### config.mk
export PLATFORM = sky130hd
export DESIGN_NAME = uart_boot_loader
export DESIGN_NICKNAME = d
export VERILOG_FILES = /design/src/rtl/uart_boot_pkg.sv /design/src/rtl/boot_word_packer.sv /design/src/rtl/uart_boot_loader.sv
export SDC_FILE = /design/constraint.sdc
export NUM_CORES = 1
export LEC_CHECK = 0
export BUFFER_PORTS_ARGS = -buffer_cell sky130_fd_sc_hd__buf_2
export CAP_MARGIN = 20
export CORE_MARGIN = 10
export CORE_UTILIZATION = 50
export DETAILED_ROUTE_END_ITERATION = 10
export PLACE_DENSITY = 0.69
export SYNTH_ARGS = -nofsm -noshare
export SYNTH_HDL_FRONTEND = slang
export SYNTH_SLANG_ARGS = --single-unit
### constraint.sdc
create_clock -name clk -period 2 [get_ports clk]
set_clock_uncertainty 0.2 [all_clocks]
set_input_delay 0.3 -clock clk [delete_from_list [all_inputs] [get_ports clk]]
set_output_delay 0.3 -clock clk [all_outputs]
set_load 0.05 [all_outputs]
### src/rtl/uart_boot_pkg.sv
// Shared definitions for the UART boot loader: state encoding, the default frame
// marker and the timeout counter sizing helper.
package uart_boot_pkg;

    localparam logic [2:0] ST_IDLE = 3'd0;
    localparam logic [2:0] ST_LEN  = 3'd1;
    localparam logic [2:0] ST_DATA = 3'd2;
    localparam logic [2:0] ST_CSUM = 3'd3;
    localparam logic [2:0] ST_DONE = 3'd4;

    localparam logic [7:0] SYNC_BYTE_DEFAULT = 8'hA5;

    // The counter only ever holds 0..cycles-1, so $clog2(cycles) bits suffice.
    function automatic int unsigned tmo_cnt_width(input int unsigned cycles);
        return (cycles < 2) ? 1 : $clog2(cycles);
    endfunction

endpackage

### src/rtl/boot_word_packer.sv
// Collects payload bytes into little-endian 32-bit words; flags the byte that
// completes a word and presents the fully assembled word alongside it.
module boot_word_packer
    import uart_boot_pkg::*;
(
    input  logic        clk,
    input  logic        resetn,
    input  logic        clear,
    input  logic        byte_valid,
    input  logic [7:0]  byte_data,
    output logic        word_done,
    output logic [31:0] word
);

    logic [1:0]  lane_q;
    logic [31:0] asm_q;

    always_ff @(posedge clk or negedge resetn) begin
        if (!resetn) begin
            lane_q <= 2'd0;
            asm_q  <= 32'd0;
        end else if (clear) begin
            lane_q <= 2'd0;
        end else if (byte_valid) begin
            asm_q[{lane_q, 3'b000} +: 8] <= byte_data;
            lane_q                       <= lane_q + 2'd1;
        end
    end

    // Lane 3 is taken straight from the input so the word is ready with the strobe.
    always_comb begin
        word_done = byte_valid && (lane_q == 2'd3);
        word      = {byte_data, asm_q[23:0]};
    end

endmodule

### src/rtl/uart_boot_loader.sv
// Frames a UART byte stream into boot RAM words and holds the CPU in reset until a
// complete, checksum-valid image has been written.
module uart_boot_loader
    import uart_boot_pkg::*;
#(
    parameter int unsigned RAM_ADDR_WIDTH = 8,
    parameter int unsigned TIMEOUT_CYCLES = 1000000,
    parameter logic [7:0]  SYNC_BYTE      = SYNC_BYTE_DEFAULT
) (
    input  logic                      clk,
    input  logic                      resetn,
    input  logic                      rx_valid,
    input  logic [7:0]                rx_data,
    output logic                      ram_wen,
    output logic [RAM_ADDR_WIDTH-1:0] ram_waddr,
    output logic [31:0]               ram_wdata,
    output logic                      cpu_resetn,
    output logic                      boot_busy,
    output logic                      boot_err
);

    localparam int unsigned           TMO_W    = tmo_cnt_width(TIMEOUT_CYCLES);
    localparam logic [TMO_W-1:0]      TMO_LAST = TMO_W'(TIMEOUT_CYCLES - 1);

    logic [2:0]                state_q;
    logic [7:0]                len_q;
    logic [7:0]                sum_q;
    logic [RAM_ADDR_WIDTH-1:0] widx_q;
    logic [TMO_W-1:0]          tmo_q;

    logic        in_frame;
    logic        tmo_hit;
    logic        pk_clear;
    logic        pk_valid;
    logic        pk_done;
    logic [31:0] pk_word;

    always_comb begin
        in_frame = (state_q == ST_LEN) || (state_q == ST_DATA) || (state_q == ST_CSUM);
        tmo_hit  = in_frame && !rx_valid && (tmo_q == TMO_LAST);
        pk_clear = (state_q == ST_LEN);
        pk_valid = (state_q == ST_DATA) && rx_valid;
    end

    boot_word_packer u_packer (
        .clk        (clk),
        .resetn     (resetn),
        .clear      (pk_clear),
        .byte_valid (pk_valid),
        .byte_data  (rx_data),
        .word_done  (pk_done),
        .word       (pk_word)
    );

    always_ff @(posedge clk or negedge resetn) begin
        if (!resetn) begin
            state_q    <= ST_IDLE;
            len_q      <= 8'd0;
            sum_q      <= 8'd0;
            widx_q     <= '0;
            tmo_q      <= '0;
            ram_wen    <= 1'b0;
            ram_waddr  <= '0;
            ram_wdata  <= 32'd0;
            cpu_resetn <= 1'b0;
            boot_busy  <= 1'b0;
            boot_err   <= 1'b0;
        end else begin
            ram_wen <= 1'b0;

            case (state_q)
                ST_IDLE: begin
                    if (rx_valid && (rx_data == SYNC_BYTE)) begin
                        state_q   <= ST_LEN;
                        boot_err  <= 1'b0;
                        boot_busy <= 1'b1;
                    end
                end
                ST_LEN: begin
                    if (rx_valid) begin
                        len_q   <= rx_data;
                        widx_q  <= '0;
                        sum_q   <= 8'd0;
                        state_q <= ST_DATA;
                    end
                end
                ST_DATA: begin
                    if (rx_valid) begin
                        sum_q <= sum_q + rx_data;
                    end
                    if (pk_done) begin
                        ram_wen   <= 1'b1;
                        ram_waddr <= widx_q;
                        ram_wdata <= pk_word;
                        widx_q    <= widx_q + RAM_ADDR_WIDTH'(1);
                        if (widx_q == RAM_ADDR_WIDTH'(len_q)) begin
                            state_q <= ST_CSUM;
                        end
                    end
                end
                ST_CSUM: begin
                    if (rx_valid) begin
                        boot_busy <= 1'b0;
                        if (rx_data == sum_q) begin
                            state_q    <= ST_DONE;
                            cpu_resetn <= 1'b1;
                        end else begin
                            state_q  <= ST_IDLE;
                            boot_err <= 1'b1;
                        end
                    end
                end
                ST_DONE: begin
                end
                default: begin
                    state_q <= ST_IDLE;
                end
            endcase

            // tmo_hit implies no byte this cycle, so it never races the case above.
            if (tmo_hit) begin
                state_q   <= ST_IDLE;
                boot_err  <= 1'b1;
                boot_busy <= 1'b0;
            end

            if (!in_frame || rx_valid || tmo_hit) begin
                tmo_q <= '0;
            end else begin
                tmo_q <= tmo_q + TMO_W'(1);
            end
        end
    end

endmodule

==> results of run 1 <==
==> logic make-up after synthesis <==
logic type | after synthesis | share of synthesized area (%)
buffers and inverters | 30 | 2.61
AOI/OAI and AO/OA | 65 | 7.22
adders and majority gates | 15 | 3.60
muxes | 26 | 5.40
xor gates and xnor gates | 36 | 5.82
DFF | 117 | 54.0
and+or+nand+nor | 247 | 21.3
==> how the worst min path moves through the flow <==
stage	start	endpoint	slack, ns	depth (start not counted)
2_1_floorplan	resetn	boot_busy	-0.20	0
3_3_place_gp	resetn	ram_wen	0.12	2
3_5_place_dp	resetn	ram_wen	0.12	2
4_1_cts	rx_data[3]	u_packer.asm_q[11]	0.0007	4
5_1_grt	rx_data[0]	ram_wdata[24]	0.02	3
6_report	rx_data[5]	u_packer.asm_q[5]	0.02	4
==> final cells by class <==
class                   instances  area, µm²
fillers                       814       3540
flip-flops and latches        117       2930
multi-input cells             389       2510
repair buffers                104        716
clock buffers                  20        435
well taps                     136        170
clock inverters                12        131
inverters                       9       33.8
==> layer usage <==
metal	part of all wire (%)	track usage [%]
met3	6.2	4.80
met1	44	23.0
met2	48	26.4
met4	1.7	6.62
met5	0	0
==> sequential cells by signal (all words and copies together), names as in the netlist <==
register	cells
u_packer.asm_q	24
boot_err	1
cpu_resetn	1
sum_q	8
state_q	3
ram_wen	1
ram_waddr	8
boot_busy	1
tmo_q	20
ram_wdata	32
len_q	8
widx_q	8
u_packer.lane_q	2
==> worst min-delay path: stages <==
cell and delay, ns:
sky130_fd_sc_hd__buf_2 0.12, sky130_fd_sc_hd__buf_4 0.16, sky130_fd_sc_hd__nand2_1 0.05, sky130_fd_sc_hd__o21ai_0 0.06
==> layout by cell type (no fill, tap or decap), types with 5 or more instances in the layout <==
| master | count |
|---|---|
| sky130_fd_sc_hd__a22o_1 | 6 |
| sky130_fd_sc_hd__clkbuf_16 | 16 |
| sky130_fd_sc_hd__nor3_1 | 6 |
| sky130_fd_sc_hd__o21ai_0 | 32 |
| sky130_fd_sc_hd__nand4_1 | 7 |
| sky130_fd_sc_hd__mux2_2 | 26 |
| sky130_fd_sc_hd__a21oi_1 | 8 |
| sky130_fd_sc_hd__nand3b_1 | 5 |
| sky130_fd_sc_hd__nand3_1 | 13 |
| sky130_fd_sc_hd__nor2_1 | 36 |
| sky130_fd_sc_hd__buf_2 | 53 |
| sky130_fd_sc_hd__buf_4 | 41 |
| sky130_fd_sc_hd__nand2_1 | 139 |
| sky130_fd_sc_hd__xor2_1 | 16 |
| sky130_fd_sc_hd__inv_1 | 8 |
| sky130_fd_sc_hd__xnor2_1 | 20 |
| sky130_fd_sc_hd__ha_1 | 8 |
| sky130_fd_sc_hd__dfrtp_1 | 116 |
==> power groups by stage <==
stage / Clock (mW) / Combinational [mW] / Sequential [mW]
finish: 2.90 / 2.70 / 3.13
global placement: 0 / 2.43 / 3.12
global route: 3.04 / 2.96 / 3.18
detailed placement: 0 / 2.49 / 3.14
CTS: 2.93 / 2.59 / 3.11
floorplan: 0 / 1.39 / 3.42
==> metrics by stage <==
stage	setup WS, ns	total power, mW	setup TNS, ns	hold slack (ns)
after floorplan	-0.0957	4.81	-0.0957	-0.196
after global placement	-0.177	5.55	-0.429	0.116
after detailed placement	-0.201	5.63	-0.670	0.120
after CTS	-0.161	8.63	-0.232	0.000658
after global routing	-0.221	9.19	-0.503	0.0226
final	-0.147	8.73	-0.191	0.0177
==> what timing repair did <==
| action | 4_1_cts | 5_1_grt |
|---|---|---|
| endpoints found under the hold margin | 120 | 0 |
| buffers inserted | 2 | 1 |
| gates resized for setup | 6 | 20 |
| setup endpoints to repair | 8 | 52 |
| pin swaps | 4 | 14 |
| hold buffers | 4 | 0 |
==> results.md, run 1 <==
- Largest net degree at the start of global routing: just under 70
- Final Critical Period: between 2 and 2.5 ns
- Final worst setup slack: -0.147 ns
- Asr flop ratio synth: 100%
- Via count: 4219
- Cell with the biggest individual delay on the critical path: sky130_fd_sc_hd__dfrtp_1
- Total Nets Final: 664
- First-pass GRT wire length: 21.2 mm
- Switching power share of the total: 34.1%
- Largest area contributor in the synthesized netlist: sky130_fd_sc_hd__dfrtp_1
- Number of antenna violations at the first check in global routing: 0
- Type of destination of the critical path: flip-flop
- Floorplan die height: between 100 and 150 µm
- Leakage: 3.38 nW
- Max Fanout on Critical Path: 2
- CP endpoint: sum_q[6]
- RSZ-0062 raised after global routing: yes
- Critical Setup Path Class: reg2reg
- Run status: finished with violations
- I/O Buffers: 54
- Most instantiated flip-flop cell in the synthesis netlist: sky130_fd_sc_hd__dfrtp_1
- Post-synthesis register bit count: 117
- Clock insertion delay at the later pin of the skew report: 0.53 ns
- First drt pass iteration count: 4
- Post-detailed-routing wire length: 13.0 mm
- Maximum VDD drop: between 0.0007 and 0.0008 V
- Final Slew Violations: 0
- Synthesized net count: 562
- RePlAce Congestion: 0.864
- Relative slew slack: 67.9%
- Power density cells: around 1300 mW/mm²
- Average wire per standard cell: 16.5 µm
- Fin. Hold Viols: 0
- Most used standard cells in the synthesized netlist: sky130_fd_sc_hd__nand2_1, sky130_fd_sc_hd__dfrtp_1, sky130_fd_sc_hd__nor2_1
- Clock slew seen by the registers of the worst setup and hold paths: 0.06 ns
- Antenna-violating nets left: 0
- Cell Rows: 37
- TritonCTS clock tree: built
- Gate count after technology mapping: around 540
- Portion of synthesized cell area occupied by the leading cell type: 54.0%
- Vias in the first global route: 4176
- Total of warnings raised by yosys: 0
- Total of endpoints with negative setup slack in the final report: 3
- Number of enable flip-flop cells after synthesis: 0
- Mean instance size in the synthesized netlist: 10.1 µm²
- Type of origin of the critical path: flip-flop
- Reg-to-reg endpoint: sum_q[6]
- Hold Path Class: in2reg
- Most frequent cell after synthesis: sky130_fd_sc_hd__nand2_1
- Share of cells above drive strength 1: 28.6%
- Setup slack of the worst register-to-register path: -0.15 ns
- Gr ovfl total: 0
- Startpoint of the worst setup timing path: sum_q[0]
- Ordered cell list for the critical path: ha_2 > fa_2 > a21o_1 > a21o_1 > a21oi_2 > nor4bb_1 > or3_1
- Inserted Clock Buffers: 17
- Starting Density: 51.8%
- Relative contribution of combinational cells to total power: ~31%
- Violated checks: negative setup slack
- Logic depth of the worst register-to-register path: 7
- Share of the clock period used by the worst path after layout: 107%
- Die X-Extent: 124 µm
- Max Fclk: 466 MHz
- Cell chosen for the clock root: sky130_fd_sc_hd__clkbuf_8
- Critical Path Most Common Cell: sky130_fd_sc_hd__a21o_1
- Estimated wirelength of the detail-placed design: 8.69 mm
- Critical path depth: 7
- Number of non-filler instances in the completed layout: 787
- Number of distinct standard cells referenced by the synthesized netlist: between 40 and 50
- DRC: 0
- Measured slew at the worst slew-check pin: between 0.4 and 0.5 ns
- Violation count after the first detailed-routing iteration: just under 400
- Buffer and inverter count on the worst path: 0
- Cell area reported after detailed placement: 0.00617 mm²
- Clock group share of total power: about a third
- Final design utilization: 66.2%
- Critical R2R Launch: sum_q[0]
- Antenna Cells: 0
- Cell count after placement: 748
- Area of the core region: 0.0105 mm²
- Crit path largest cell delay: ~0.38 ns
- Required arrival time at the worst endpoint: 2.20 ns
- Share of synthesized area occupied by flip-flops and latches: approximately 54%
- Cell area after technology mapping: 0.00542 mm²
- Clock buffer depth: 2
- Internal power contribution: roughly 5.8 mW
- Die Outline Area: 0.0154 mm²
- Global router's overall resource usage: approximately 17%
- Ports: 55
- Layout-stage area growth over the synthesis result: 27.8%
- Cell family with the largest share of critical-path delay: adder cells
- Final standard cell area without fillers: 0.00693 mm²
- NetSw: 2.98 mW
- Clk sinks: 117
- Arr. time, crit path: ~2.4 ns
- Largest cells by area after synthesis: sky130_fd_sc_hd__dfrtp_1, sky130_fd_sc_hd__nand2_1, sky130_fd_sc_hd__mux2_2
- Max-cap violation count: 0
- Number of vias per cell: about 5.4
- Sequential share of power: 35.8%
- H-tree depth: 4
Power figures use the tool's default switching activity.
==> run 2: changes to the inputs <==
--- a/config.mk
+++ b/config.mk
@@ -7,10 +7,13 @@
 export LEC_CHECK = 0
 export BUFFER_PORTS_ARGS = -buffer_cell sky130_fd_sc_hd__buf_2
 export CAP_MARGIN = 20
+export CELL_PAD_IN_SITES_DETAIL_PLACEMENT = 0
+export CELL_PAD_IN_SITES_GLOBAL_PLACEMENT = 1
 export CORE_MARGIN = 10
-export CORE_UTILIZATION = 50
+export CORE_UTILIZATION = 42
 export DETAILED_ROUTE_END_ITERATION = 10
-export PLACE_DENSITY = 0.69
+export PLACE_DENSITY = 0.73
 export SYNTH_ARGS = -nofsm -noshare
 export SYNTH_HDL_FRONTEND = slang
 export SYNTH_SLANG_ARGS = --single-unit
+export TNS_END_PERCENT = 30
==> run 2 against run 1 <==
Highest routed layer unchanged. Largest cell class unchanged. Non-clock buffer count is 6 higher. First-iteration DRC count decreased by 34%. Total power down 0.38%. Count of clock-buffer cells in the layout unchanged. Routed wire length is 0.77% lower. Sequential cell count is the same. Design area grew 0.92%. Register-to-register slack lost 0.04 ns. The flow still finishes with violations (negative setup slack). Die area is 16% higher. Sequential power hardly changed.
==> results.md, run 2 (synthesis gave the netlist of run 1 again) <==
- Final-layout worst hold slack: 0.114 ns
- Vias in the first global route: around 4300
- Type of origin of the critical path: flip-flop
- Leakage: about 3.4 nW
- Floorplan die height: approximately 130 µm
- Hold Path Class: in2reg
- Clock buffer depth: 2
- Final worst setup slack: -0.186 ns
- TritonCTS clock tree: built
- Antenna-violating nets left: 0
- Inserted Clock Buffers: 17
- Die Outline Area: about 0.018 mm²
- Estimated wirelength of the detail-placed design: around 9.3 mm
- Power density cells: about 1200 mW/mm²
- Arr. time, crit path: 2.27 ns
- Cell Rows: 41
- Die X-Extent: 134 µm
- Total power: around 8.7 mW
- Gr ovfl total: 0
- Run status: finished with violations
- Top reg by flops: ram_wdata
- Post-detailed-routing wire length: about 13 mm
- Max-cap violation count: 0
- Average wire per standard cell: approximately 15 µm
- Number of antenna violations at the first check in global routing: 0
- Maximum VDD drop: 0.000642 V
- Cell area reported after detailed placement: 0.00629 mm²
- Area of the core region: 0.0126 mm²
- Final Slew Violations: 0
- Clock insertion delay at the later pin of the skew report: about 0.41 ns
- Leading cell type in the layout, fill and taps excluded: sky130_fd_sc_hd__nand2_1
- Via count: 4121
- Setup slack of the worst register-to-register path: -0.19 ns
- Critical Setup Path Class: reg2reg
- Largest net degree at the start of global routing: 35
- Required arrival time at the worst endpoint: 2.08 ns
- Final-layout setup total negative slack: -0.297 ns
- Relative slew slack: a little under two thirds
- Final standard cell area without fillers: approximately 0.007 mm²
- First drt pass iteration count: 4
- First-pass GRT wire length: ~22 mm
- Max Fclk: roughly 460 MHz
- I/O Buffers: 54
- RSZ-0062 raised after global routing: yes
- Max Fanout on Critical Path: 2
- Total of endpoints with negative setup slack in the final report: 4
- Starting Density: 43.0%
- Final Critical Period: 2.19 ns
- Share of cells above drive strength 1: 28.2%
- Violation count after the first detailed-routing iteration: between 200 and 300
- Layout-stage area growth over the synthesis result: 28.9%
- Fill cell count: 1142
- Cell chosen for the clock root: sky130_fd_sc_hd__clkbuf_16
- Pre-CTS setup slack: -0.254 ns
- Clk sinks: 117
- Fin. Hold Viols: 0
- Biggest regs: ram_wdata: 32 flops, u_packer.asm_q: 24 flops, tmo_q: 20 flops
- Ports: 55
- Total Nets Final: 670
- Number of vias per cell: between 4 and 5
- DRC: 0
- Global router's overall resource usage: 15.2%
- Leading cell types in the layout, fill and taps excluded: sky130_fd_sc_hd__nand2_1, sky130_fd_sc_hd__dfrtp_1, sky130_fd_sc_hd__buf_2
- RePlAce Congestion: about 0.87
- Clock slew seen by the registers of the worst setup and hold paths: 0.06 ns
- Violated checks: negative setup slack
- Share of the clock period used by the worst path after layout: 109%
- Measured slew at the worst slew-check pin: 0.535 ns
- H-tree depth: 4
- Type of destination of the critical path: flip-flop
- Max reg flops: 32
-- run 2: changes by cell type in the layout (fill, tap and decap cells not counted), sizes merged --
| cell | delta |
|---|---|
| buf | +8 |
| clkinv | -2 |
| clkinvlp | +1 |
| diode | +1 |
| dlygate4sd3 | -2 |
| inv | +1 |
-- run 2: path summary, 6_finish.rpt --
| check | start | end | cells past startpoint |
|---|---|---|---|
| worst min register to register | u_packer.asm_q[10] | ram_wdata[10] | 2 |
| min in group asynchronous | resetn | u_packer.asm_q[13] | 2 |
| worst max register to register | sum_q[1] | sum_q[6] | 7 |
| worst max-delay path | sum_q[1] | sum_q[6] | 7 |
| max in group asynchronous | resetn | len_q[7] | 3 |
| worst min-delay path | rx_data[4] | len_q[4] | 3 |
-- run 2: power by group --
part / total (mW) / switching [mW] / internal, mW / leakage, nW
logic: 2.65 / 1.52 / 1.12 / 1.58
clock network: 2.95 / 1.09 / 1.86 / 0.268
registers: 3.10 / 0.293 / 2.81 / 1.58
-- run 2: metrics by stage --
stage,util [%],instances
after floorplan,-,536
after global placement,49.9,793
after detailed placement,49.9,793
after CTS,55.0,827
after global routing,55.4,829
final,55.4,830
-- run 2: cell type report --
class                      instances  area [µm²]  share of cell area (%)
antenna                            1        2.50                  0.0358
timing repair buffer             110         773                    11.1
clock buffer                      20         447                    6.39
clock inverter                    12         130                    1.86
multi-input combinational        389        2460                    35.2
sequential                       117        2930                    41.9
inverter                           9        33.8                   0.483
tap                              172         215                    3.08
-- run 2: layer usage --
layer  GRT usage [%]  up-vias  wire length (µm)
met2            23.1       73              5960
met1            19.6     1987              6080
met4            5.99        0               193
met5               0        -                 0
met3            4.85       19               616
li1                -     2042                 -
-- run 2: worst max-delay path, cell delays in order (launching register included) --
cell                       delay (ns)
sky130_fd_sc_hd__dfrtp_1         0.41
sky130_fd_sc_hd__buf_4           0.16
sky130_fd_sc_hd__fa_2            0.37
sky130_fd_sc_hd__a21o_1          0.17
sky130_fd_sc_hd__a21o_1          0.18
sky130_fd_sc_hd__a21oi_2         0.14
sky130_fd_sc_hd__nor4bb_1        0.06
sky130_fd_sc_hd__or3_1           0.37
-- run 2: repair_timing --
item                                    in CTS  in global routing
endpoints found under the setup margin       7                 37
hold buffers                                 2                  0
pin swaps                                    3                  4
hold endpoints to repair                    30                  0
setup buffers                                0                  2
gates resized for setup                      7                 10
==> run 3: changes to the inputs <==
--- a/config.mk
+++ b/config.mk
@@ -5,13 +5,14 @@
 export SDC_FILE = /design/constraint.sdc
 export NUM_CORES = 1
 export LEC_CHECK = 0
-export BUFFER_PORTS_ARGS = -buffer_cell sky130_fd_sc_hd__buf_2
 export CAP_MARGIN = 20
 export CELL_PAD_IN_SITES_DETAIL_PLACEMENT = 0
 export CELL_PAD_IN_SITES_GLOBAL_PLACEMENT = 1
 export CORE_MARGIN = 10
-export CORE_UTILIZATION = 42
+export CORE_UTILIZATION = 45
 export DETAILED_ROUTE_END_ITERATION = 10
+export DONT_BUFFER_PORTS = 1
+export GPL_ROUTABILITY_DRIVEN = 0
 export PLACE_DENSITY = 0.73
 export SYNTH_ARGS = -nofsm -noshare
 export SYNTH_HDL_FRONTEND = slang
==> run 3 against run 2 <==
The run ends with negative hold slack, negative setup slack left. Critical path depth unchanged. Worst setup slack better by 0.084 ns. Register-to-register slack improved by 0.08 ns. Die area fell by 5.7%. Sequential power up 13%. Sequential share of layout area rose by 2.8 points. Count of clock-buffer cells in the layout is the same. Via count shrank 5.2%. Clock power is essentially flat. First-iteration DRC count grew 37%. Worst hold slack worse by 0.73 ns. Routed wire length down 3.4%. Largest cell class unchanged.
==> results.md, run 3 (synthesis gave the netlist of run 1 again) <==
- Run status: finished with violations
- Violated checks: negative hold slack, negative setup slack
- Cell Rows: 40
- Starting Density: between 40% and 50%
- Final worst setup slack: -0.102 ns
- RSZ-0062 raised after global routing: yes
- DRC: 0
- Maximum VDD drop: 0.000530 V
- Ports: 55
- Clock group share of total power: approximately a third
- Max Fclk: 476 MHz
- Violation count after the first detailed-routing iteration: 359
- Type of destination of the critical path: flip-flop
- Area of the core region: between 0.01 and 0.015 mm²
- Leakage: 3.06 nW
- Share of the clock period used by the worst path after layout: 105%
- Sequential share of power: just over 40%
- Max Fanout on Critical Path: 2
- Leading cell types in the layout, fill and taps excluded: sky130_fd_sc_hd__nand2_1, sky130_fd_sc_hd__dfrtp_1, sky130_fd_sc_hd__nor2_1
- Hold Path Class: in2async
- Power density cells: 1300 mW/mm²
- Top reg by flops: ram_wdata
- First-pass GRT wire length: approximately 21 mm
- Average wire per standard cell: 16.8 µm
- Cell chosen for the clock root: sky130_fd_sc_hd__clkbuf_16
- Clock buffer depth: 2
- Estimated wirelength of the detail-placed design: 8.24 mm
- Final Slew Violations: 0
- Die Outline Area: between 0.015 and 0.02 mm²
- I/O Buffers: 0
- Final standard cell area without fillers: 0.00655 mm²
- Pre-CTS setup slack: -0.155 ns
- Total Nets Final: 605
- Relative slew slack: 63.2%
- Final-layout worst hold slack: -0.618 ns
- Clk sinks: 117
- Largest net degree at the start of global routing: 118
- Biggest regs: ram_wdata: 32 flops, u_packer.asm_q: 24 flops, tmo_q: 20 flops
- Max reg flops: 32
- Switching power share of the total: between 30% and 40%
- Fill cell count: 1042
- Global router's overall resource usage: between 10% and 20%
- H-tree depth: 4
- Final Critical Period: 2.10 ns
- Internal power contribution: 5.73 mW
- Measured slew at the worst slew-check pin: 0.549 ns
- Type of origin of the critical path: flip-flop
- Clock insertion delay at the later pin of the skew report: 0.42 ns
- Cell count after placement: 698
- NetSw: 2.80 mW
- Antenna-violating nets left: 0
- Relative contribution of combinational cells to total power: 24.2%
- Total of endpoints with negative setup slack in the final report: 4
- Arr. time, crit path: 2.20 ns
- Via count: 3905
- Cell area reported after detailed placement: 0.00582 mm²
- Setup slack of the worst register-to-register path: -0.10 ns
- Number of non-filler instances in the completed layout: 739
- Layout-stage area growth over the synthesis result: 20.8%
- Final design utilization: between 50% and 60%
- Clock slew seen by the registers of the worst setup and hold paths: 0.05 ns
- Post-detailed-routing wire length: 12.4 mm
- Fin. Hold Viols: 127
- Number of antenna violations at the first check in global routing: 0
- Vias in the first global route: 3918
- Number of vias per cell: 5.28
- Floorplan die height: ~130 µm
- Inserted Clock Buffers: 17
- Antenna Cells: 0
- Share of cells above drive strength 1: between 10% and 20%
- Gr ovfl total: 0
- First drt pass iteration count: 6
- Required arrival time at the worst endpoint: 2.09 ns
- Critical Setup Path Class: reg2reg
- Max-cap violation count: 0
- Leading cell type in the layout, fill and taps excluded: sky130_fd_sc_hd__nand2_1
- CTS Hold Bufs: 8
- Die X-Extent: 130 µm
- TritonCTS clock tree: built
-- run 3: path summary, 6_finish.rpt --
| check | from | end | cells after the start |
|---|---|---|---|
| worst max-delay path | sum_q[0] | sum_q[6] | 7 |
| worst min-delay path | resetn | ram_wdata[20] | 0 |
| worst max register to register | sum_q[0] | sum_q[6] | 7 |
| worst min register to register | u_packer.asm_q[14] | ram_wdata[14] | 2 |
| max in group asynchronous | resetn | ram_waddr[1] | 0 |
| min in group clk | rx_data[0] | u_packer.asm_q[8] | 2 |
-- run 3: worst max-delay path: stages, from the launching register on --
cell                       delay, ns
sky130_fd_sc_hd__dfrtp_1        0.38
sky130_fd_sc_hd__ha_2           0.18
sky130_fd_sc_hd__fa_2           0.34
sky130_fd_sc_hd__a21o_1         0.16
sky130_fd_sc_hd__a21o_1         0.17
sky130_fd_sc_hd__a21oi_2        0.14
sky130_fd_sc_hd__nor4bb_1       0.06
sky130_fd_sc_hd__or3_1          0.36
-- run 3: metal layers --
metal / share of wire (%) / wire (µm) / global-route usage [%]
met1: 46 / 5690 / 19.8
met2: 47 / 5860 / 24.2
met3: 5.7 / 704 / 5.72
met4: 1.3 / 163 / 5.82
met5: 0 / 0 / 0
-- run 3: timing repair --
action,4_1_cts,5_1_grt
pin swaps,5,0
setup endpoints to repair,7,27
resized for setup,6,4
setup buffers,1,0
endpoints found under the hold margin,164,127
-- run 3: per-stage QoR --
stage,hold WS [ns],total power [mW],TNS (ns)
floorplan,-0.196,4.79,-0.111
global placement,-0.191,5.41,-0.339
detailed placement,-0.191,5.48,-0.579
CTS,-0.638,8.59,-0.135
global route,-0.646,9.04,-0.753
finish,-0.618,8.54,-0.142
-- run 3: area by class of cell --
| type | count | area, µm² | share of cell area, % |
|---|---|---|---|
| multi-input combinational | 389 | 2430 | 37.2 |
| sequential | 117 | 2930 | 44.7 |
| clock inverter | 12 | 129 | 1.97 |
| inverter | 9 | 33.8 | 0.516 |
| clock buffer | 20 | 457 | 6.97 |
| tap | 147 | 184 | 2.81 |
| timing repair buffer | 45 | 383 | 5.85 |
-- run 3: power by group through the flow --
stage                     clock (mW)  combinational, mW  sequential, mW
final                           2.97               2.06            3.50
after global routing            3.18               2.31            3.56
after CTS                       3.03               2.05            3.51
after detailed placement           0               1.94            3.54
after global placement             0               1.90            3.52
after floorplan                    0               1.37            3.42
